==> config.mk <==
export PLATFORM = sky130hd
export DESIGN_NAME = mult_share_arbiter
export DESIGN_NICKNAME = d
export VERILOG_FILES = /design/src/rtl/mult_share_pkg.sv /design/src/rtl/normal_multiplier.sv /design/src/rtl/rr_arbiter.sv /design/src/rtl/mult_share_arbiter.sv
export SDC_FILE = /design/constraint.sdc
export NUM_CORES = 1
export LEC_CHECK = 0
export CAP_MARGIN = 15
export CELL_PAD_IN_SITES_DETAIL_PLACEMENT = 1
export CELL_PAD_IN_SITES_GLOBAL_PLACEMENT = 2
export CORE_ASPECT_RATIO = 0.9
export CORE_MARGIN = 4
export CORE_UTILIZATION = 35
export CTS_CLUSTER_SIZE = 14
export DETAILED_ROUTE_END_ITERATION = 7
export PLACE_DENSITY = 0.91
export SLEW_MARGIN = 20
export SYNTH_ARGS = -nofsm -noshare
export SYNTH_HDL_FRONTEND = slang
export SYNTH_SLANG_ARGS = --single-unit
==> constraint.sdc <==
create_clock -name clk_i -period 16.2 [get_ports clk_i]
set_input_delay 2.43 -clock clk_i [delete_from_list [all_inputs] [get_ports clk_i]]
set_output_delay 2.43 -clock clk_i [all_outputs]
set_load 0.1 [all_outputs]
==> src/rtl/mult_share_pkg.sv <==
// Shared helpers for the multiplier-sharing arbiter: ID width and product width derivation.
package mult_share_pkg;

  function automatic int unsigned clog2(input int unsigned n);
    int unsigned r;
    r = 0;
    while ((64'd1 << r) < 64'(n)) r++;
    return (r == 0) ? 1 : r;
  endfunction

  function automatic int unsigned id_width(input int unsigned num_req);
    return clog2(num_req);
  endfunction

  function automatic int unsigned prod_width(input int unsigned width_a,
                                             input int unsigned width_b);
    return width_a + width_b;
  endfunction

endpackage

==> src/rtl/normal_multiplier.sv <==
// Combinational unsigned shift-add multiplier, full-width product.
module normal_multiplier
  import mult_share_pkg::*;
#(
  parameter int unsigned WIDTH_A = 8,
  parameter int unsigned WIDTH_B = 8
) (
  input  logic [WIDTH_A-1:0]                        a_i,
  input  logic [WIDTH_B-1:0]                        b_i,
  output logic [prod_width(WIDTH_A, WIDTH_B)-1:0]   m_o
);

  localparam int unsigned PW = prod_width(WIDTH_A, WIDTH_B);

  logic [PW-1:0] acc;

  always_comb begin
    acc = '0;
    for (int unsigned i = 0; i < WIDTH_B; i++) begin
      if (b_i[i]) acc = acc + (PW'(a_i) << i);
    end
    m_o = acc;
  end

endmodule

==> src/rtl/rr_arbiter.sv <==
// Round-robin arbiter: grants the first valid request at or above the pointer, wrapping.
module rr_arbiter
  import mult_share_pkg::*;
#(
  parameter int unsigned NUM_REQ = 4
) (
  input  logic               clk_i,
  input  logic               rst_ni,
  input  logic               en_i,
  input  logic [NUM_REQ-1:0] req_i,
  output logic [NUM_REQ-1:0] gnt_o
);

  localparam int unsigned IdW = id_width(NUM_REQ);

  logic [IdW-1:0] ptr_q, ptr_d;
  logic [IdW-1:0] sel;
  logic           found;
  int unsigned    idx;

  always_comb begin
    gnt_o = '0;
    ptr_d = ptr_q;
    found = 1'b0;
    idx   = 0;
    sel   = '0;
    if (en_i) begin
      for (int unsigned off = 0; off < NUM_REQ; off++) begin
        idx = 32'(ptr_q) + off;
        if (idx >= NUM_REQ) idx = idx - NUM_REQ;
        sel = IdW'(idx);
        if (!found && req_i[sel]) begin
          found      = 1'b1;
          gnt_o[sel] = 1'b1;
          ptr_d      = (idx == NUM_REQ - 1) ? '0 : IdW'(idx + 1);
        end
      end
    end
  end

  always_ff @(posedge clk_i or negedge rst_ni) begin
    if (!rst_ni) begin
      ptr_q <= '0;
    end else begin
      ptr_q <= ptr_d;
    end
  end

endmodule

==> src/rtl/mult_share_arbiter.sv <==
// Shares one multiplier among NUM_REQ requesters; results are broadcast tagged with the
// requester ID after LATENCY enabled cycles.
module mult_share_arbiter
  import mult_share_pkg::*;
#(
  parameter int unsigned WIDTH_A = 8,
  parameter int unsigned WIDTH_B = 8,
  parameter int unsigned NUM_REQ = 4,
  parameter int unsigned LATENCY = 2
) (
  input  logic                                    clk_i,
  input  logic                                    rst_ni,
  input  logic                                    en_i,
  input  logic [NUM_REQ-1:0]                      req_valid_i,
  output logic [NUM_REQ-1:0]                      req_ready_o,
  input  logic [NUM_REQ*WIDTH_A-1:0]              req_a_i,
  input  logic [NUM_REQ*WIDTH_B-1:0]              req_b_i,
  output logic                                    res_valid_o,
  output logic [id_width(NUM_REQ)-1:0]            res_id_o,
  output logic [prod_width(WIDTH_A, WIDTH_B)-1:0] res_m_o,
  output logic                                    busy_o
);

  localparam int unsigned ID_W = id_width(NUM_REQ);
  localparam int unsigned PW   = prod_width(WIDTH_A, WIDTH_B);
  localparam int unsigned NStg = (LATENCY > 1) ? LATENCY - 1 : 1;

  logic [NUM_REQ-1:0] gnt;
  logic [ID_W-1:0]    gnt_id;
  logic [WIDTH_A-1:0] gnt_a;
  logic [WIDTH_B-1:0] gnt_b;

  logic               s0_valid_q;
  logic [ID_W-1:0]    s0_id_q;
  logic [WIDTH_A-1:0] s0_a_q;
  logic [WIDTH_B-1:0] s0_b_q;
  logic [PW-1:0]      mul_m;

  logic               last_valid;
  logic [ID_W-1:0]    last_id;
  logic [PW-1:0]      last_m;
  logic               stg_busy;

  logic [ID_W-1:0]    hold_id_q;
  logic [PW-1:0]      hold_m_q;

  rr_arbiter #(
    .NUM_REQ(NUM_REQ)
  ) u_arb (
    .clk_i (clk_i),
    .rst_ni(rst_ni),
    .en_i  (en_i),
    .req_i (req_valid_i),
    .gnt_o (gnt)
  );

  assign req_ready_o = gnt;

  // Grant is one-hot or zero, so a priority-free encode/mux is sufficient.
  always_comb begin
    gnt_id = '0;
    gnt_a  = '0;
    gnt_b  = '0;
    for (int unsigned i = 0; i < NUM_REQ; i++) begin
      if (gnt[i]) begin
        gnt_id = ID_W'(i);
        gnt_a  = req_a_i[i*WIDTH_A +: WIDTH_A];
        gnt_b  = req_b_i[i*WIDTH_B +: WIDTH_B];
      end
    end
  end

  always_ff @(posedge clk_i or negedge rst_ni) begin
    if (!rst_ni) begin
      s0_valid_q <= 1'b0;
      s0_id_q    <= '0;
      s0_a_q     <= '0;
      s0_b_q     <= '0;
    end else if (en_i) begin
      s0_valid_q <= |gnt;
      if (|gnt) begin
        s0_id_q <= gnt_id;
        s0_a_q  <= gnt_a;
        s0_b_q  <= gnt_b;
      end
    end
  end

  normal_multiplier #(
    .WIDTH_A(WIDTH_A),
    .WIDTH_B(WIDTH_B)
  ) u_mul (
    .a_i(s0_a_q),
    .b_i(s0_b_q),
    .m_o(mul_m)
  );

  if (LATENCY > 1) begin : g_pipe
    logic [NStg-1:0] pv_q;
    logic [ID_W-1:0] pid_q [NStg];
    logic [PW-1:0]   pm_q  [NStg];

    always_ff @(posedge clk_i or negedge rst_ni) begin
      if (!rst_ni) begin
        pv_q <= '0;
        for (int k = 0; k < NStg; k++) begin
          pid_q[k] <= '0;
          pm_q[k]  <= '0;
        end
      end else if (en_i) begin
        pv_q[0] <= s0_valid_q;
        if (s0_valid_q) begin
          pid_q[0] <= s0_id_q;
          pm_q[0]  <= mul_m;
        end
        for (int k = 1; k < NStg; k++) begin
          pv_q[k] <= pv_q[k-1];
          if (pv_q[k-1]) begin
            pid_q[k] <= pid_q[k-1];
            pm_q[k]  <= pm_q[k-1];
          end
        end
      end
    end

    assign last_valid = pv_q[NStg-1];
    assign last_id    = pid_q[NStg-1];
    assign last_m     = pm_q[NStg-1];
    assign stg_busy   = |pv_q;
  end else begin : g_direct
    assign last_valid = s0_valid_q;
    assign last_id    = s0_id_q;
    assign last_m     = mul_m;
    assign stg_busy   = 1'b0;
  end

  assign res_valid_o = last_valid & en_i;

  // Remember the last presented result so the bus is stable between strobes and stalls.
  always_ff @(posedge clk_i or negedge rst_ni) begin
    if (!rst_ni) begin
      hold_id_q <= '0;
      hold_m_q  <= '0;
    end else if (res_valid_o) begin
      hold_id_q <= last_id;
      hold_m_q  <= last_m;
    end
  end

  assign res_id_o = res_valid_o ? last_id : hold_id_q;
  assign res_m_o  = res_valid_o ? last_m : hold_m_q;
  assign busy_o   = s0_valid_q | stg_busy;

endmodule
# Word level (Yosys, flattened, before mapping)
# Cells that the tools add are included.
# totals
output_inout_bits	24
wordCells	131
regBits	58
inputBits	71
# op_classes
order_cmp	12
n_reduce_logical	15
n_mux	67
n_addsub	18
n_eq_ne	4
n_bitwise	5
# op_table
operator	count
$mux W32	8
$eq A32 B2 Y1 const B	4
$mux W16	8
$ge A32 B3 Y1 const B	3
$sub A32 B3 Y32 const B	3
$mux W8	9
$mux W4	8
$mux W2	11
$add A16 B10 Y16	1
$add A16 B11 Y16	1
$add A16 B12 Y16	1
$add A16 B13 Y16	1
$add A16 B14 Y16	1
$add A16 B15 Y16	1
$mux W1	15
$lt A2 B3 Y1 const B	4
$or A4 B4 Y4	3
$add A8 B9 Y10	1
$add A2 B1 Y2 const B	4
$bmux W1 S2	4
$demux W1 S2	4
$ge A2 B1 Y1 const B	4
$logic_and A1 B1 Y1	7
$add A2 B2 Y3 const B	2
other kinds (9)	13

# Logic depth before layout (Yosys ltp)
# depth
ltp_word	23
ltp_mapped	50
mapped_depth_nobuf	49

# Modules after synthesis
# A second synthesis with hierarchy kept.
# unflattened
hier_cells	774
hier_area_um2	6695.2
# by_module_without_submodules
module	cells_per_inst	area_each_um2	n_inst	seq_area_each_um2
normal_multiplier	445	3196.8	1	0.0
mult_share_arbiter	240	2756.4	1	1401.3
rr_arbiter	89	742.0	1	50.0

# Least setup slack after synthesis
# Ideal clock, no wire load.
# synth_path
path_kind	register to register
from	register s0_b_q[0]
to	register g_pipe.pm_q[15] (netlist name)
stages_incl_launch_ff	40
period_less_slack_ns	8.488
path_buffers	1
t_arrival_ns	8.352
t_required_ns	16.064
setup_slack_ns	7.712
setup_time_ns	0.136
path_cell_list	dfrtp_1 -> clkbuf_1 -> and2_1 -> ha_1 -> inv_1 -> fa_1 -> nor2b_1 -> nor3_1 -> o31ai_1 -> xor2_1 -> mux2_2 -> ha_1 -> or4_1 -> mux2i_1 -> a311oi_1 -> and2_1 -> ha_1 -> or2_2 -> [4 not listed] -> or3_1 -> a21oi_1 -> a31oi_1 -> ha_1 -> a21o_1 -> o21a_1 -> o21ai_0 -> a21boi_0 -> ha_1 -> nor2b_1 -> nor3b_1 -> a311o_1 -> or3_1 -> ha_1 -> nor2b_1 -> o21a_1 -> o21ai_0 -> o21ai_0
# synth_via
elab_chain_len	15
# synth_lines
element	line_no	rtl
from (decl)	mult_share_arbiter.sv:36	logic [WIDTH_B-1:0] s0_b_q;
from (signal assigned)	mult_share_arbiter.sv:84	s0_b_q <= gnt_b;
$mux W8 (*)	normal_multiplier.sv:20	if (b_i[i]) acc = acc + (PW'(a_i) << i);
$add A8 B9 Y10	normal_multiplier.sv:20	
$mux W16 (*)	normal_multiplier.sv:20	
$add A16 B10 Y16	normal_multiplier.sv:20	
$mux W16 (*)	normal_multiplier.sv:20	
$add A16 B11 Y16	normal_multiplier.sv:20	
$mux W16 (*)	normal_multiplier.sv:20	
$add A16 B12 Y16	normal_multiplier.sv:20	
$mux W16 (*)	normal_multiplier.sv:20	
$add A16 B13 Y16	normal_multiplier.sv:20	
$mux W16 (*)	normal_multiplier.sv:20	
$add A16 B14 Y16	normal_multiplier.sv:20	
$mux W16 (*)	normal_multiplier.sv:20	
$add A16 B15 Y16	normal_multiplier.sv:20	
$mux W16 (*)	normal_multiplier.sv:20	
to (signal, indexed assignment)	mult_share_arbiter.sv:120	pm_q[k] <= pm_q[k-1];
to (decl)	mult_share_arbiter.sv:101	logic [PW-1:0] pm_q [NStg];
# Every way passes the cells marked *; elsewhere a longest branch is shown, timed or not.
# A chain may end at the register's enable or synchronous reset.

# Worst setup path in the final report
# layout_path
from	register s0_a_q[1]
to	register g_pipe.pm_q[15] (netlist name)
# layout_via
elab_chain_len	15
# layout_lines
element	line_no	rtl
from (decl)	mult_share_arbiter.sv:35	logic [WIDTH_A-1:0] s0_a_q;
from (signal assigned)	mult_share_arbiter.sv:83	s0_a_q <= gnt_a;
$mux W8	normal_multiplier.sv:20	
$add A8 B9 Y10	normal_multiplier.sv:20	
$mux W16	normal_multiplier.sv:20	
$add A16 B10 Y16	normal_multiplier.sv:20	
$mux W16	normal_multiplier.sv:20	
$add A16 B11 Y16	normal_multiplier.sv:20	
$mux W16	normal_multiplier.sv:20	
$add A16 B12 Y16	normal_multiplier.sv:20	
$mux W16	normal_multiplier.sv:20	
$add A16 B13 Y16	normal_multiplier.sv:20	
$mux W16	normal_multiplier.sv:20	
$add A16 B14 Y16	normal_multiplier.sv:20	
$mux W16	normal_multiplier.sv:20	
$add A16 B15 Y16	normal_multiplier.sv:20	
$mux W16 (*)	normal_multiplier.sv:20	
# Marked as above.

==> results by group <==
Timing
  • RSZ-0062 raised after global routing: false
  • Hold WS: roughly 480 ps
  • Final setup violation count: 0
  • Final Cycle Share: 0.612
  • Count of endpoints failing hold in the final timing report: 0
  • Clock Skews: 8.13 ps
  • Count of final max-slew check failures: 0
  • Maximum operating frequency: 101 MHz
  • Worst rel slew slack: 0.344
  • Sum of negative setup slack: 0 ps
  • Minimum period implied by the final worst setup slack: 9920 ps
  • Worst Tran Pin Value: a little under 1000 ps

Worst setup path
  • Top delay family on crit path: compound AO/OA/AOI/OAI gates
  • Startpoint type of the worst setup path: flop
  • Largest fanout of any net on the critical path: 11
  • Capturing element type of the critical path: flop
  • Critical-path top delay cell: sky130_fd_sc_hd__o31ai_1
  • Slack of the worst reg-to-reg path: between 6000 and 7000 ps
  • Class of the most critical setup path: flop to flop
  • Data arrival, critical path: 10100 ps
  • Most repeated library cell on the critical path: sky130_fd_sc_hd__ha_1
  • Worst path bufs/invs: 2
  • Slowest stage delay, CP: 680 ps
  • CP Data Required Time: 16380 ps

Yosys
  • Number of standard cells after synthesis: 709
  • Ys Warns: 0
  • Syn avg cell area: roughly 8.6 sq um
  • Share of synthesized flip-flops with an asynchronous set or reset: 1.00
  • Mapped cell area: around 6100 sq um
  • Syn Nets: 852
  • Sequential-to-total area share from yosys stat: 0.237
  • Synth Flop Type: sky130_fd_sc_hd__dfrtp_1
  • Total of flip-flops plus latches after synthesis: 58
  • Number of distinct library cells after synthesis: 77
  • Number of synthesized flops with an enable pin: 0

Route
  • DR vias: 5825
  • Number of remaining DRC errors: 0
  • Detailed-route vias per instance: between 5 and 6
  • Total detailed-routing wirelength: roughly 19000 microns
  • Starting DRC count in detailed routing: 280
  • Per-cell routed wire length: 19.0 microns
  • Router iterations before antenna repair: 8
  • Final ANT Viol Nets: 0

CTS
  • Latest clock arrival within the worst-skew pair: 340 ps
  • Total of hold buffers inserted after clock tree synthesis: 0
  • Buffers inserted by post-CTS timing repair: 0
  • Clock-pin slew on the worst setup and hold paths: roughly 60 ps
  • Number of gates resized after cts: 0
  • Clock Tree Buf Depth: 2
  • CTS buffer count: 9
  • CTS tree: done
  • CTS H-tree depth: 3
  • # clock sinks: 58
  • CTS root buffer: sky130_fd_sc_hd__clkbuf_16

Place
  • Number of buffers inserted by port buffering: 94
  • Detailed placer's ending HPWL: 15600 microns
  • Global placer's final weighted congestion: 0.889

Floorplan
  • DIE HEIGHT: about 130 microns
  • Die ar.: 19700 sq um
  • Number of placement rows: 45
  • Starting density of the core: 0.360
  • Top-level port count: 95
  • Width of the die: 147 microns
  • Placeable core area: about 17000 sq um

Finish
  • Fillers: 2016
  • Most frequent standard cell in the layout excluding fill and tap cells: sky130_fd_sc_hd__clkdlybuf4s50_1
  • Proportion of layout cells with a drive suffix above 1: 0.0873
  • Antenna fix cells: 0
  • Net count reported at finish: roughly 930
  • Most frequent cells in the layout: sky130_fd_sc_hd__clkdlybuf4s50_1, sky130_fd_sc_hd__nand2_1, sky130_fd_sc_hd__ha_1
  • Area grow syn2layout: 22.1%

Global routing
  • Overall Global Routing Usage: 0.200
  • First-pass GRT wire length: 32000 microns
  • Largest net degree at the start of global routing: 59
  • Number of global-route vias before repair: slightly above 6000
  • Total global routing overflow: 0
  • Number of antenna violations at the first check in global routing: 0

Min path
  • HP Class: flop to flop

Run
  • MaxCap Viol Count: 0

Status
  • Status: completed
==> layer usage <==
metal | vias to the layer above | wire length, microns | GRT usage
li1 | 2775 | - | -
met1 | 2896 | 9000 | 0.264
met2 | 138 | 9180 | 0.333
met3 | 16 | 1040 | 0.0442
met4 | 0 | 251 | 0.0471
met5 | - | 0 | 0
==> final timing paths <==
path,start,cells past startpoint,endpoint
worst max-delay path,s0_a_q[1],40,g_pipe.pm_q[15]
worst min-delay path,g_pipe.pid_q[0],2,g_pipe.pid_q[0]
worst max register to register,s0_a_q[1],40,g_pipe.pm_q[15]
worst min register to register,g_pipe.pid_q[0],2,g_pipe.pid_q[0]
max in group asynchronous,rst_ni,2,s0_b_q[6]
min in group asynchronous,rst_ni,2,hold_m_q[8]
==> synth_stat cells, types with 5 or more instances <==
master / count / share of area
sky130_fd_sc_hd__a21o_1: 18 / 0.022
sky130_fd_sc_hd__a21oi_1: 51 / 0.042
sky130_fd_sc_hd__a21oi_2: 8 / 0.011
sky130_fd_sc_hd__a222oi_1: 15 / 0.025
sky130_fd_sc_hd__a31oi_1: 5 / 0.0051
sky130_fd_sc_hd__a32o_1: 16 / 0.026
sky130_fd_sc_hd__and2_1: 10 / 0.010
sky130_fd_sc_hd__buf_6: 11 / 0.020
sky130_fd_sc_hd__clkbuf_1: 16 / 0.0098
sky130_fd_sc_hd__dfrtp_1: 58 / 0.24
sky130_fd_sc_hd__fa_1: 7 / 0.023
sky130_fd_sc_hd__ha_1: 65 / 0.13
sky130_fd_sc_hd__inv_1: 46 / 0.028
sky130_fd_sc_hd__mux2_2: 26 / 0.048
sky130_fd_sc_hd__mux2i_1: 17 / 0.028
sky130_fd_sc_hd__nand2_1: 65 / 0.040
sky130_fd_sc_hd__nand2b_1: 7 / 0.0072
sky130_fd_sc_hd__nand3_1: 11 / 0.0090
sky130_fd_sc_hd__nor2_1: 51 / 0.031
sky130_fd_sc_hd__nor2b_1: 12 / 0.012
sky130_fd_sc_hd__nor3_1: 11 / 0.0090
sky130_fd_sc_hd__nor3b_1: 6 / 0.0074
sky130_fd_sc_hd__o21a_1: 8 / 0.0098
sky130_fd_sc_hd__o21ai_0: 40 / 0.033
sky130_fd_sc_hd__o31ai_1: 6 / 0.0074
sky130_fd_sc_hd__or2_2: 5 / 0.0051
sky130_fd_sc_hd__or3_1: 8 / 0.0082
sky130_fd_sc_hd__xnor2_1: 18 / 0.026
sky130_fd_sc_hd__xor2_1: 5 / 0.0072
==> final cells by class <==
class,count,area (sq um),area share
well taps,235,294,0.0394
clock buffers,12,256,0.0343
clock inverters,4,50.0,0.00670
repair buffers,96,951,0.127
inverters,51,191,0.0256
flip-flops and latches,58,1450,0.194
multi-input cells,569,4270,0.572
==> worst reg2reg max path: cells and delay by family, from the launching register on <==
family                   cells  cell delay [ps]
AND/OR/NAND/NOR             12             2320
buffers and inverters        2              430
multiplexers                 3              560
XOR/XNOR                     2              280
adder cells (fa/ha/maj)      7             2460
AO/OA/AOI/OAI               14             3100
flip-flops                   1              630
==> sequential cells by signal, summed over array words and instances (netlist names) <==
name,count
hold_id_q,2
s0_a_q,8
g_pipe.pid_q,2
g_pipe.pv_q,1
s0_valid_q,1
u_arb.ptr_q,2
s0_b_q,8
s0_id_q,2
g_pipe.pm_q,16
hold_m_q,16
==> stage by stage <==
step / setup WS (ps) / utilization / std cells / cell area [sq um]
5_1_grt: 5500 / 0.439 / 1025 / 7470
3_3_place_gp: 6600 / 0.421 / 1009 / 7160
3_5_place_dp: 6370 / 0.421 / 1009 / 7160
4_1_cts: 6290 / 0.439 / 1025 / 7470
2_1_floorplan: 7710 / - / 709 / 6120
6_report: 6280 / 0.439 / 1025 / 7470
==> logic make-up after synthesis <==
logic type	after synthesis	synth area share
adders and majority gates	72	0.156
buffers and inverters	82	0.0642
DFF	58	0.237
and+or+nand+nor	208	0.168
muxes	46	0.0855
xor gates and xnor gates	23	0.0329
AOI/OAI and AO/OA	220	0.256
Power is left out: the tool's default activity adds up to more than one toggle a clock period on the data nets, which glitch-free logic cannot reach.
